<file path="config.mk">
export PLATFORM = sky130hd
export DESIGN_NAME = fetch_entry_queue_flat
export DESIGN_NICKNAME = d
export VERILOG_FILES = /design/src/rtl/riscv.sv /design/src/rtl/ariane_pkg.sv /design/src/rtl/fetch_entry_queue_pkg.sv /design/src/rtl/fetch_entry_queue_if.sv /design/src/rtl/fetch_entry_queue.sv /design/src/flat_wrapper.sv
export SDC_FILE = /design/constraint.sdc
export NUM_CORES = 2
export LEC_CHECK = 0
export CAP_MARGIN = 20
export CELL_PAD_IN_SITES_DETAIL_PLACEMENT = 0
export CELL_PAD_IN_SITES_GLOBAL_PLACEMENT = 1
export CORE_ASPECT_RATIO = 0.8
export CORE_MARGIN = 3
export CORE_UTILIZATION = 50
export CTS_BUF_LIST = sky130_fd_sc_hd__clkbuf_8
export DETAILED_ROUTE_END_ITERATION = 10
export PLACE_DENSITY_LB_ADDON = 0.2
export RECOVER_POWER = 50
export SETUP_SLACK_MARGIN = 0.5
export SYNTH_ARGS = -nofsm -noshare
export SYNTH_HDL_FRONTEND = slang
export SYNTH_SLANG_ARGS = --single-unit
</file>
<file path="constraint.sdc">
create_clock -name clk_i -period 15.08 [get_ports clk_i]
set_clock_uncertainty 0.15 [all_clocks]
set_input_delay 3.016 -clock clk_i [delete_from_list [all_inputs] [get_ports clk_i]]
set_output_delay 3.016 -clock clk_i [all_outputs]
set_load 0.01 [all_outputs]
</file>
<file path="src/rtl/riscv.sv">
// Minimal RISC-V architectural widths shared by the fetch path.
package riscv;
    localparam int unsigned VLEN = 64;
    localparam int unsigned XLEN = 64;
endpackage

</file>
<file path="src/rtl/ariane_pkg.sv">
// Shared core types consumed by the fetch-entry queue and the decode stage.
package ariane_pkg;
    typedef enum logic [2:0] {
        NoCF,
        Branch,
        Jump,
        JumpR,
        Return
    } cf_t;

    typedef struct packed {
        cf_t                     cf;
        logic [riscv::VLEN-1:0]  predict_address;
    } branchpredict_sbe_t;

    typedef struct packed {
        logic [riscv::XLEN-1:0]  cause;
        logic [riscv::VLEN-1:0]  tval;
        logic                    valid;
    } frontend_exception_t;

    typedef struct packed {
        logic [riscv::VLEN-1:0]  address;
        logic [31:0]             instruction;
        branchpredict_sbe_t      branch_predict;
        frontend_exception_t     ex;
    } fetch_entry_t;

    // A 16-bit parcel starts a compressed instruction unless its low bits are 2'b11.
    function automatic logic is_compressed(input logic [15:0] parcel);
        return parcel[1:0] != 2'b11;
    endfunction
endpackage

</file>
<file path="src/rtl/fetch_entry_queue_pkg.sv">
// Local constants and helpers for the fetch-entry queue.
package fetch_entry_queue_pkg;
    import ariane_pkg::*;

    localparam logic [riscv::VLEN-1:0] PARCEL_BYTES = riscv::VLEN'(2);

    // Plain fetch entry: no prediction, no exception.
    function automatic fetch_entry_t make_entry(input logic [riscv::VLEN-1:0] addr,
                                                input logic [31:0]            instr);
        fetch_entry_t e;
        e                               = '0;
        e.address                       = addr;
        e.instruction                   = instr;
        e.branch_predict.cf             = NoCF;
        e.branch_predict.predict_address = '0;
        return e;
    endfunction
endpackage

</file>
<file path="src/rtl/fetch_entry_queue_if.sv">
// Fetch-block input channel and fetch-entry output channel of the queue.
interface fetch_entry_queue_if;
    // Both channels: a transfer happens on a rising clock edge where valid & ready
    // are high; the sender holds its payload stable while valid is high and ready low,
    // and ready may depend combinationally on queue state but never on valid.
    logic                             fetch_valid_i;
    logic                             fetch_ready_o;
    logic [riscv::VLEN-1:0]           fetch_addr_i;
    logic [31:0]                      fetch_data_i;
    logic                             fetch_start_half_i;
    ariane_pkg::frontend_exception_t  fetch_ex_i;
    ariane_pkg::fetch_entry_t         fetch_entry_o;
    logic                             fetch_entry_valid_o;
    logic                             fetch_entry_ready_i;

    modport slave (
        input  fetch_valid_i, fetch_addr_i, fetch_data_i, fetch_start_half_i,
               fetch_ex_i, fetch_entry_ready_i,
        output fetch_ready_o, fetch_entry_o, fetch_entry_valid_o
    );

    modport master (
        output fetch_valid_i, fetch_addr_i, fetch_data_i, fetch_start_half_i,
               fetch_ex_i, fetch_entry_ready_i,
        input  fetch_ready_o, fetch_entry_o, fetch_entry_valid_o
    );
endinterface

</file>
<file path="src/rtl/fetch_entry_queue.sv">
// Splits aligned 32-bit fetch blocks into 16/32-bit fetch entries and buffers them
// for decode in a dual-write-port FIFO.
module fetch_entry_queue
    import ariane_pkg::*;
    import fetch_entry_queue_pkg::*;
#(
    parameter int unsigned DEPTH = 4
) (
    input  logic               clk_i,
    input  logic               rst_ni,
    input  logic               flush_i,
    fetch_entry_queue_if.slave fe
);
    localparam int unsigned AW = $clog2(DEPTH);
    localparam int unsigned CW = AW + 1;

    logic                    pending_q, pending_d;
    logic [15:0]             pending_lo_q, pending_lo_d;
    logic [riscv::VLEN-1:0]  pending_addr_q, pending_addr_d;
    logic                    halted_q, halted_d;

    logic [AW-1:0]           wptr_q, rptr_q, wptr_p1;
    logic [CW-1:0]           count_q;
    fetch_entry_t            mem_q [DEPTH];

    logic                    ready, accept, empty, pop;
    logic                    half0_used, half1_used;
    logic [riscv::VLEN-1:0]  addr_hi;
    fetch_entry_t            push0, push1, hi_entry;
    logic [1:0]              n_push;

    // Two free slots are always required so any block can be taken in one cycle.
    assign ready  = !flush_i && !halted_q && (count_q <= CW'(DEPTH - 2));
    assign accept = fe.fetch_valid_i && ready;
    assign empty  = (count_q == '0);
    assign pop    = !empty && fe.fetch_entry_ready_i && !flush_i;

    assign fe.fetch_ready_o       = ready;
    assign fe.fetch_entry_valid_o = !empty;
    assign fe.fetch_entry_o       = mem_q[rptr_q];

    assign addr_hi  = fe.fetch_addr_i + PARCEL_BYTES;
    assign wptr_p1  = wptr_q + AW'(1);
    assign hi_entry = make_entry(addr_hi, {16'h0000, fe.fetch_data_i[31:16]});

    always_comb begin
        push0          = make_entry('0, '0);
        push1          = make_entry('0, '0);
        n_push         = 2'd0;
        pending_d      = pending_q;
        pending_lo_d   = pending_lo_q;
        pending_addr_d = pending_addr_q;
        halted_d       = halted_q;
        half0_used     = 1'b0;
        half1_used     = 1'b0;

        if (accept) begin
            if (fe.fetch_ex_i.valid) begin
                // A straddling instruction faults on the page of its second half.
                push0 = make_entry(pending_q ? pending_addr_q
                                   : (fe.fetch_start_half_i ? addr_hi : fe.fetch_addr_i),
                                   32'h0);
                push0.ex = fe.fetch_ex_i;
                if (pending_q) begin
                    push0.ex.tval = fe.fetch_addr_i;
                end
                n_push    = 2'd1;
                pending_d = 1'b0;
                halted_d  = 1'b1;
            end else begin
                if (pending_q) begin
                    push0      = make_entry(pending_addr_q, {fe.fetch_data_i[15:0], pending_lo_q});
                    n_push     = 2'd1;
                    pending_d  = 1'b0;
                    half0_used = 1'b1;
                end else if (fe.fetch_start_half_i) begin
                    half0_used = 1'b1;
                end

                if (!half0_used) begin
                    if (is_compressed(fe.fetch_data_i[15:0])) begin
                        push0 = make_entry(fe.fetch_addr_i, {16'h0000, fe.fetch_data_i[15:0]});
                    end else begin
                        push0      = make_entry(fe.fetch_addr_i, fe.fetch_data_i);
                        half1_used = 1'b1;
                    end
                    n_push = 2'd1;
                end

                if (!half1_used) begin
                    if (is_compressed(fe.fetch_data_i[31:16])) begin
                        if (n_push == 2'd0) begin
                            push0 = hi_entry;
                        end else begin
                            push1 = hi_entry;
                        end
                        n_push = n_push + 2'd1;
                    end else begin
                        pending_d      = 1'b1;
                        pending_lo_d   = fe.fetch_data_i[31:16];
                        pending_addr_d = addr_hi;
                    end
                end
            end
        end
    end

    always_ff @(posedge clk_i or negedge rst_ni) begin
        if (!rst_ni) begin
            pending_q      <= 1'b0;
            pending_lo_q   <= '0;
            pending_addr_q <= '0;
            halted_q       <= 1'b0;
            wptr_q         <= '0;
            rptr_q         <= '0;
            count_q        <= '0;
        end else if (flush_i) begin
            pending_q <= 1'b0;
            halted_q  <= 1'b0;
            wptr_q    <= '0;
            rptr_q    <= '0;
            count_q   <= '0;
        end else begin
            pending_q      <= pending_d;
            pending_lo_q   <= pending_lo_d;
            pending_addr_q <= pending_addr_d;
            halted_q       <= halted_d;
            wptr_q         <= wptr_q + AW'(n_push);
            rptr_q         <= rptr_q + AW'(pop);
            count_q        <= count_q + CW'(n_push) - CW'(pop);
        end
    end

    // Storage needs no reset: occupancy alone decides what is visible.
    always_ff @(posedge clk_i) begin
        if (n_push != 2'd0) begin
            mem_q[wptr_q] <= push0;
        end
        if (n_push == 2'd2) begin
            mem_q[wptr_p1] <= push1;
        end
    end

    a_no_pending_with_start_half: assert property (
        @(posedge clk_i) disable iff (!rst_ni)
        !(accept && pending_q && fe.fetch_start_half_i)
    );
endmodule

</file>
<file path="src/flat_wrapper.sv">
// flat-port wrapper written by rule: the top's interface ports become plain ports
module fetch_entry_queue_flat import ariane_pkg::*; import fetch_entry_queue_pkg::*;
#(
    parameter int unsigned DEPTH = 4
)
  (clk_i, rst_ni, flush_i, fe_fetch_valid_i, fe_fetch_addr_i, fe_fetch_data_i, fe_fetch_start_half_i, fe_fetch_ex_i, fe_fetch_entry_ready_i, fe_fetch_ready_o, fe_fetch_entry_o, fe_fetch_entry_valid_o);
  fetch_entry_queue_if fe_i ();
  input  logic clk_i;
  input  logic rst_ni;
  input  logic flush_i;
  input wire logic [$bits(fe_i.fetch_valid_i)-1:0] fe_fetch_valid_i;
  input wire logic [$bits(fe_i.fetch_addr_i)-1:0] fe_fetch_addr_i;
  input wire logic [$bits(fe_i.fetch_data_i)-1:0] fe_fetch_data_i;
  input wire logic [$bits(fe_i.fetch_start_half_i)-1:0] fe_fetch_start_half_i;
  input wire logic [$bits(fe_i.fetch_ex_i)-1:0] fe_fetch_ex_i;
  input wire logic [$bits(fe_i.fetch_entry_ready_i)-1:0] fe_fetch_entry_ready_i;
  output wire logic [$bits(fe_i.fetch_ready_o)-1:0] fe_fetch_ready_o;
  output wire logic [$bits(fe_i.fetch_entry_o)-1:0] fe_fetch_entry_o;
  output wire logic [$bits(fe_i.fetch_entry_valid_o)-1:0] fe_fetch_entry_valid_o;
  assign fe_i.fetch_valid_i = fe_fetch_valid_i;
  assign fe_i.fetch_addr_i = fe_fetch_addr_i;
  assign fe_i.fetch_data_i = fe_fetch_data_i;
  assign fe_i.fetch_start_half_i = fe_fetch_start_half_i;
  assign fe_i.fetch_ex_i = fe_fetch_ex_i;
  assign fe_i.fetch_entry_ready_i = fe_fetch_entry_ready_i;
  assign fe_fetch_ready_o = fe_i.fetch_ready_o;
  assign fe_fetch_entry_o = fe_i.fetch_entry_o;
  assign fe_fetch_entry_valid_o = fe_i.fetch_entry_valid_o;
  fetch_entry_queue #(.DEPTH(DEPTH)) u_core (.clk_i(clk_i), .rst_ni(rst_ni), .flush_i(flush_i), .fe(fe_i));
endmodule
</file>
; ---- After elaboration in Yosys (flattened, before gate mapping)
; Memories as Yosys holds them, arrays and structs flattened.
; Index checks and enable logic that the tools add are counted.
[word_totals]
elab_cells = 85
ff_bits = 89
n_memories = 1
mem_bits_rw = 1168
out_inout_bits = 294
[memory_table]
columns = name, depth, word_bits, rd, rd_clocked_by_memory_dff, wr, line_no
row1 = u_core.mem_q, 4, 292, 1, 0, 2, fetch_entry_queue.sv:24  ; fetch_entry_t mem_q [DEPTH];
[op_classes]
add_sub_neg = 7
bitwise = 4
n_reduce_logical = 15
mux = 47
magnitude_cmp = 1
n_eq_ne = 3
[ops]
columns = op, n
row1 = 2-to-1 mux 292 bit, 12
row2 = 2-to-1 mux 228 bit, 1
row3 = 2-to-1 mux 64 bit, 3
row4 = adder 64 x 2 -> 64 bit (second input constant), 1
row5 = 2-to-1 mux 1 bit, 22
row6 = 2-to-1 mux 2 bit, 8
row7 = nonzero test 2 bit, 3
row8 = logical AND 1 bit, 5
row9 = AND reduction 5 bit, 1
row10 = adder 2 x 1 -> 2 bit (second input constant), 2
row11 = inequality test 2 bit (second input constant), 2
row12 = NOT 1 bit, 4
row13 = adder 3 x 2 -> 3 bit, 1
row14 = <= comparator 3 x 2 -> 1 bit (second input constant), 1
row15 = zero test 1 bit, 3
row16 = zero test 3 bit, 1
row17 = 2-to-1 mux 3 bit, 1
row18 = subtractor 3 x 1 -> 3 bit, 1
row19 = adder 2 x 1 -> 2 bit, 1
row20 = adder 2 bit, 1
row21 = equality test 2 bit (second input constant), 1
row22 = zero test 2 bit, 1
row23 = AND reduction 2 bit, 1

; ---- Depth between registers and ports, before layout
[depth]
depth_word = 16
depth_mapped = 13
mapped_depth_nobuf = 11

; ---- Worst setup path before layout
; Ideal clock, no wire load.
[synth_timing]
path_type = input-to-reg
startpoint = in fe_fetch_data_i[17]
endpoint = mem u_core.mem_q[1][196] (netlist name) (enable)
stages = 12
t_arrival_ns = 6.844
n_path_buf = 4
setup_slack_ns = 7.652
required_ns = 14.496
path_cell_list = clkbuf_1 and2_1 inv_1 clkbuf_1 ha_1 nor3_1 nand3_1 nor3_1 nor2_1 clkbuf_1 clkbuf_1 inv_1
[synth_rtl]
columns = element, line_no
row1 = start: declaration, flat_wrapper.sv:13  ; input wire logic [$bits(fe_i.fetch_data_i)-1:0] fe_fetch_data_i;
row2 = end: declaration, fetch_entry_queue.sv:24

==> metrics.txt <==
mux contribution to synthesized area=13.13%; part of the cycle the worst path needs=75.01%; synthesized flop and latch total=989; Seq/Total Area, Yosys=52.24%; CTS sink cnt=989; hold depth=2; CTS HTree Levels=4; Synth Area in Adders=0.2397%; TritonRoute pass-1 iters=7; FP Rows=97; Root Driver=clkbuf_8; Die Ht=274.0 µm; Synth cell types=83; dpl hpwl=94.09 mm; setup TNS=0 ns; die width=341.0 µm; clk slew on worst S/H paths=0.06 ns; Worst Tran Pin Value=4.406 ns; outcome=finished with violations; hold path start=u_core.mem_q[3][16]; initial antenna violation count=24; first-pass GRT wire length=228.6 mm; hold_buf cts=0; TritonCTS Buffers=157; Post-synth EDFFs=320; element type at the critical path start=input port; failing checks=capacitance limit, slew limit; clk buf depth=3; 1st-iter DRT viols=4117; Vias/cell=6.465; synth-to-layout area growth=18.03%; Worst Path Class, Setup=in2reg; hold crit path type=reg2reg; via count of the first global-routing pass=34950; I/O pin total=525; total die area=0.09342 mm²; Synth Cell Area=0.04488 mm²; r2r worst-path depth=12; Worst Hold Path EP=u_core.mem_q[3][16]; synthesized instance count=3995; core region area=0.08823 mm²; Critical Path Fanout Max=68; worst reg2reg setup slack=6.28 ns; worst flop-to-flop path endpoint=u_core.mem_q[2][10]; ratio of total power to cell area=123.9 mW/mm²; initial core utilization=50.87%; Syn. warnings=0; GRT Residual Overflow=0; PortBufs=457; Finished Layout Cells=5616; Mean Syn Cell Area=11.24 µm²; Hold Violations, Final=0; min Tclk post-route=11.31 ns; Max-slew headroom=-193.8%; top_reg_cell synth=dfxtp_1; ys async rst share=8.999%; Static Leak=0.01817 µW; Crit path required time=15.62 ns; wire per inst=27.53 µm; final setup vio count=0; most frequent cells in the layout=592 x nand2_1, 580 x dfxtp_1, 416 x clkdlybuf4s50_1, 369 x o21ai_0, 320 x edfxtp_1; XOR/XNOR Fraction of Synth Area=1.522%; Max Slew Vio Count=1330; GR Util All Layers=32.25%; layout cells sized above 1=13.85%; Routed Antenna Nets=0; R2R Path Start=u_core.pending_q; Final Total Pwr=6565 µW; Max Cap Viol=27; commonest non-fill, non-tap cell in the layout=nand2_1; final WL=154.6 mm; post-placement cell count=5311; GPL Wtd Cong=0.8875; TritonCTS clock tree=yes; post-cts resize count=0; Setup Buffers After CTS=0; via total after detailed routing=36310; CP arrival=11.85 ns; Peak Freq=88.41 MHz; Hold WS=0.3000 ns; Post-Synth Simple-Gate Area=9.238%; number of remaining DRC errors=0; largest family of logic cells by synthesized area=compound AO/OA/AOI/OAI gates; largest net degree at the start of global routing=150; RSZ-0062 raised after global routing=no; Peak VDD IR=0.07960 mV; Layout Nets=4521; Worst Setup End Kind=register; Clk Latency, worst-skew pair=0.82 ns; complex-gate fraction of the synthesized area=18.95%
==> logic make-up after synthesis <==
family | count (synthesis)
DFF | 989
muxes | 299
xor gates and xnor gates | 78
and+or+nand+nor | 950
other | 1
adders and majority gates | 8
AOI/OAI and AO/OA | 1185
buffers and inverters | 485
==> worst max path at each step <==
stage | startpoint | slack [ns] | to
after global placement | fe_fetch_data_i[17] | 6.84 | u_core.mem_q[3][268]
after floorplan | fe_fetch_data_i[17] | 7.65 | u_core.mem_q[1][196]
final | flush_i | 3.77 | u_core.mem_q[2][10]
after global routing | flush_i | 3.51 | u_core.mem_q[2][8]
after CTS | flush_i | 6.96 | fe_fetch_ready_o
after detailed placement | fe_fetch_data_i[17] | 6.74 | u_core.mem_q[2][16]
==> cells in the mapped netlist (all sizes together) (10+ instances only) <==
| cell | number | area share, % |
|---|---|---|
| a21oi | 114 | 1.3 |
| a221oi | 12 | 0.26 |
| a22o | 52 | 1.0 |
| a22oi | 30 | 0.50 |
| a32o | 310 | 6.9 |
| and3 | 31 | 0.43 |
| and4 | 10 | 0.20 |
| buf | 145 | 1.8 |
| clkbuf | 319 | 2.7 |
| dfrtp | 89 | 5.0 |
| dfxtp | 580 | 26 |
| edfxtp | 320 | 21 |
| inv | 20 | 0.17 |
| mux2 | 69 | 1.7 |
| mux4 | 225 | 11 |
| nand2 | 593 | 5.0 |
| nand2b | 17 | 0.24 |
| nand3 | 43 | 0.48 |
| nand4 | 25 | 0.40 |
| nor2 | 147 | 1.2 |
| nor3 | 17 | 0.23 |
| nor4 | 18 | 0.30 |
| o211ai | 13 | 0.22 |
| o21ai | 369 | 4.1 |
| o221ai | 12 | 0.23 |
| o22ai | 159 | 2.2 |
| o32ai | 69 | 1.3 |
| or3 | 16 | 0.23 |
| xnor2 | 45 | 0.88 |
| xor2 | 33 | 0.64 |
==> layer usage <==
layer | GRT usage, % | part of all wire (%) | vias to the layer above
met5 | 0 | 0.059 | -
met4 | 12.36 | 3.6 | 12
met3 | 9.255 | 11 | 333
met2 | 48.47 | 45 | 1942
met1 | 44.35 | 41 | 18150
li1 | - | - | 15880
==> sequential cells by signal, indices dropped and copies added (netlist names) <==
| signal | flops |
|---|---|
| u_core.count_q | 3 |
| u_core.halted_q | 1 |
| u_core.mem_q | 900 |
| u_core.pending_addr_q | 64 |
| u_core.pending_lo_q | 16 |
| u_core.pending_q | 1 |
| u_core.rptr_q | 2 |
| u_core.wptr_q | 2 |
==> cell type report <==
cell class,instances,area (µm²)
fillers,7428,35260
flip-flops and latches,989,23460
multi-input cells,2587,19690
repair buffers,526,5047
clock buffers,186,2560
well taps,1188,1486
clock inverters,103,620.6
inverters,21,83.83
diodes,16,40.04
==> where the power goes <==
group | switching [µW] | internal [µW] | total [µW]
Sequential | 111 | 2950 | 3060
Clock | 1120 | 1200 | 2330
Combinational | 644 | 535 | 1180
==> worst max-delay path, cell delays in order <==
cell,delay [ns]
dlygate4sd3_1,0.87
a2111oi_0,0.23
and2_0,0.69
nand3_1,0.55
nor2_2,0.07
clkbuf_1,0.53
nor2_1,1.48
clkbuf_1,3.03
buf_4,1.08
nand2_1,0.11
o21ai_0,0.10
==> metrics by stage <==
step | util (%) | setup slack (ns) | cell area (µm²)
after floorplan | - | 7.652 | 45130
after global placement | 56.56 | 6.837 | 49910
after detailed placement | 56.58 | 6.741 | 49920
after CTS | 60.19 | 6.955 | 53100
after global routing | 60.03 | 3.509 | 52960
final | 60.04 | 3.769 | 52980
Power figures use the tool's default switching activity.
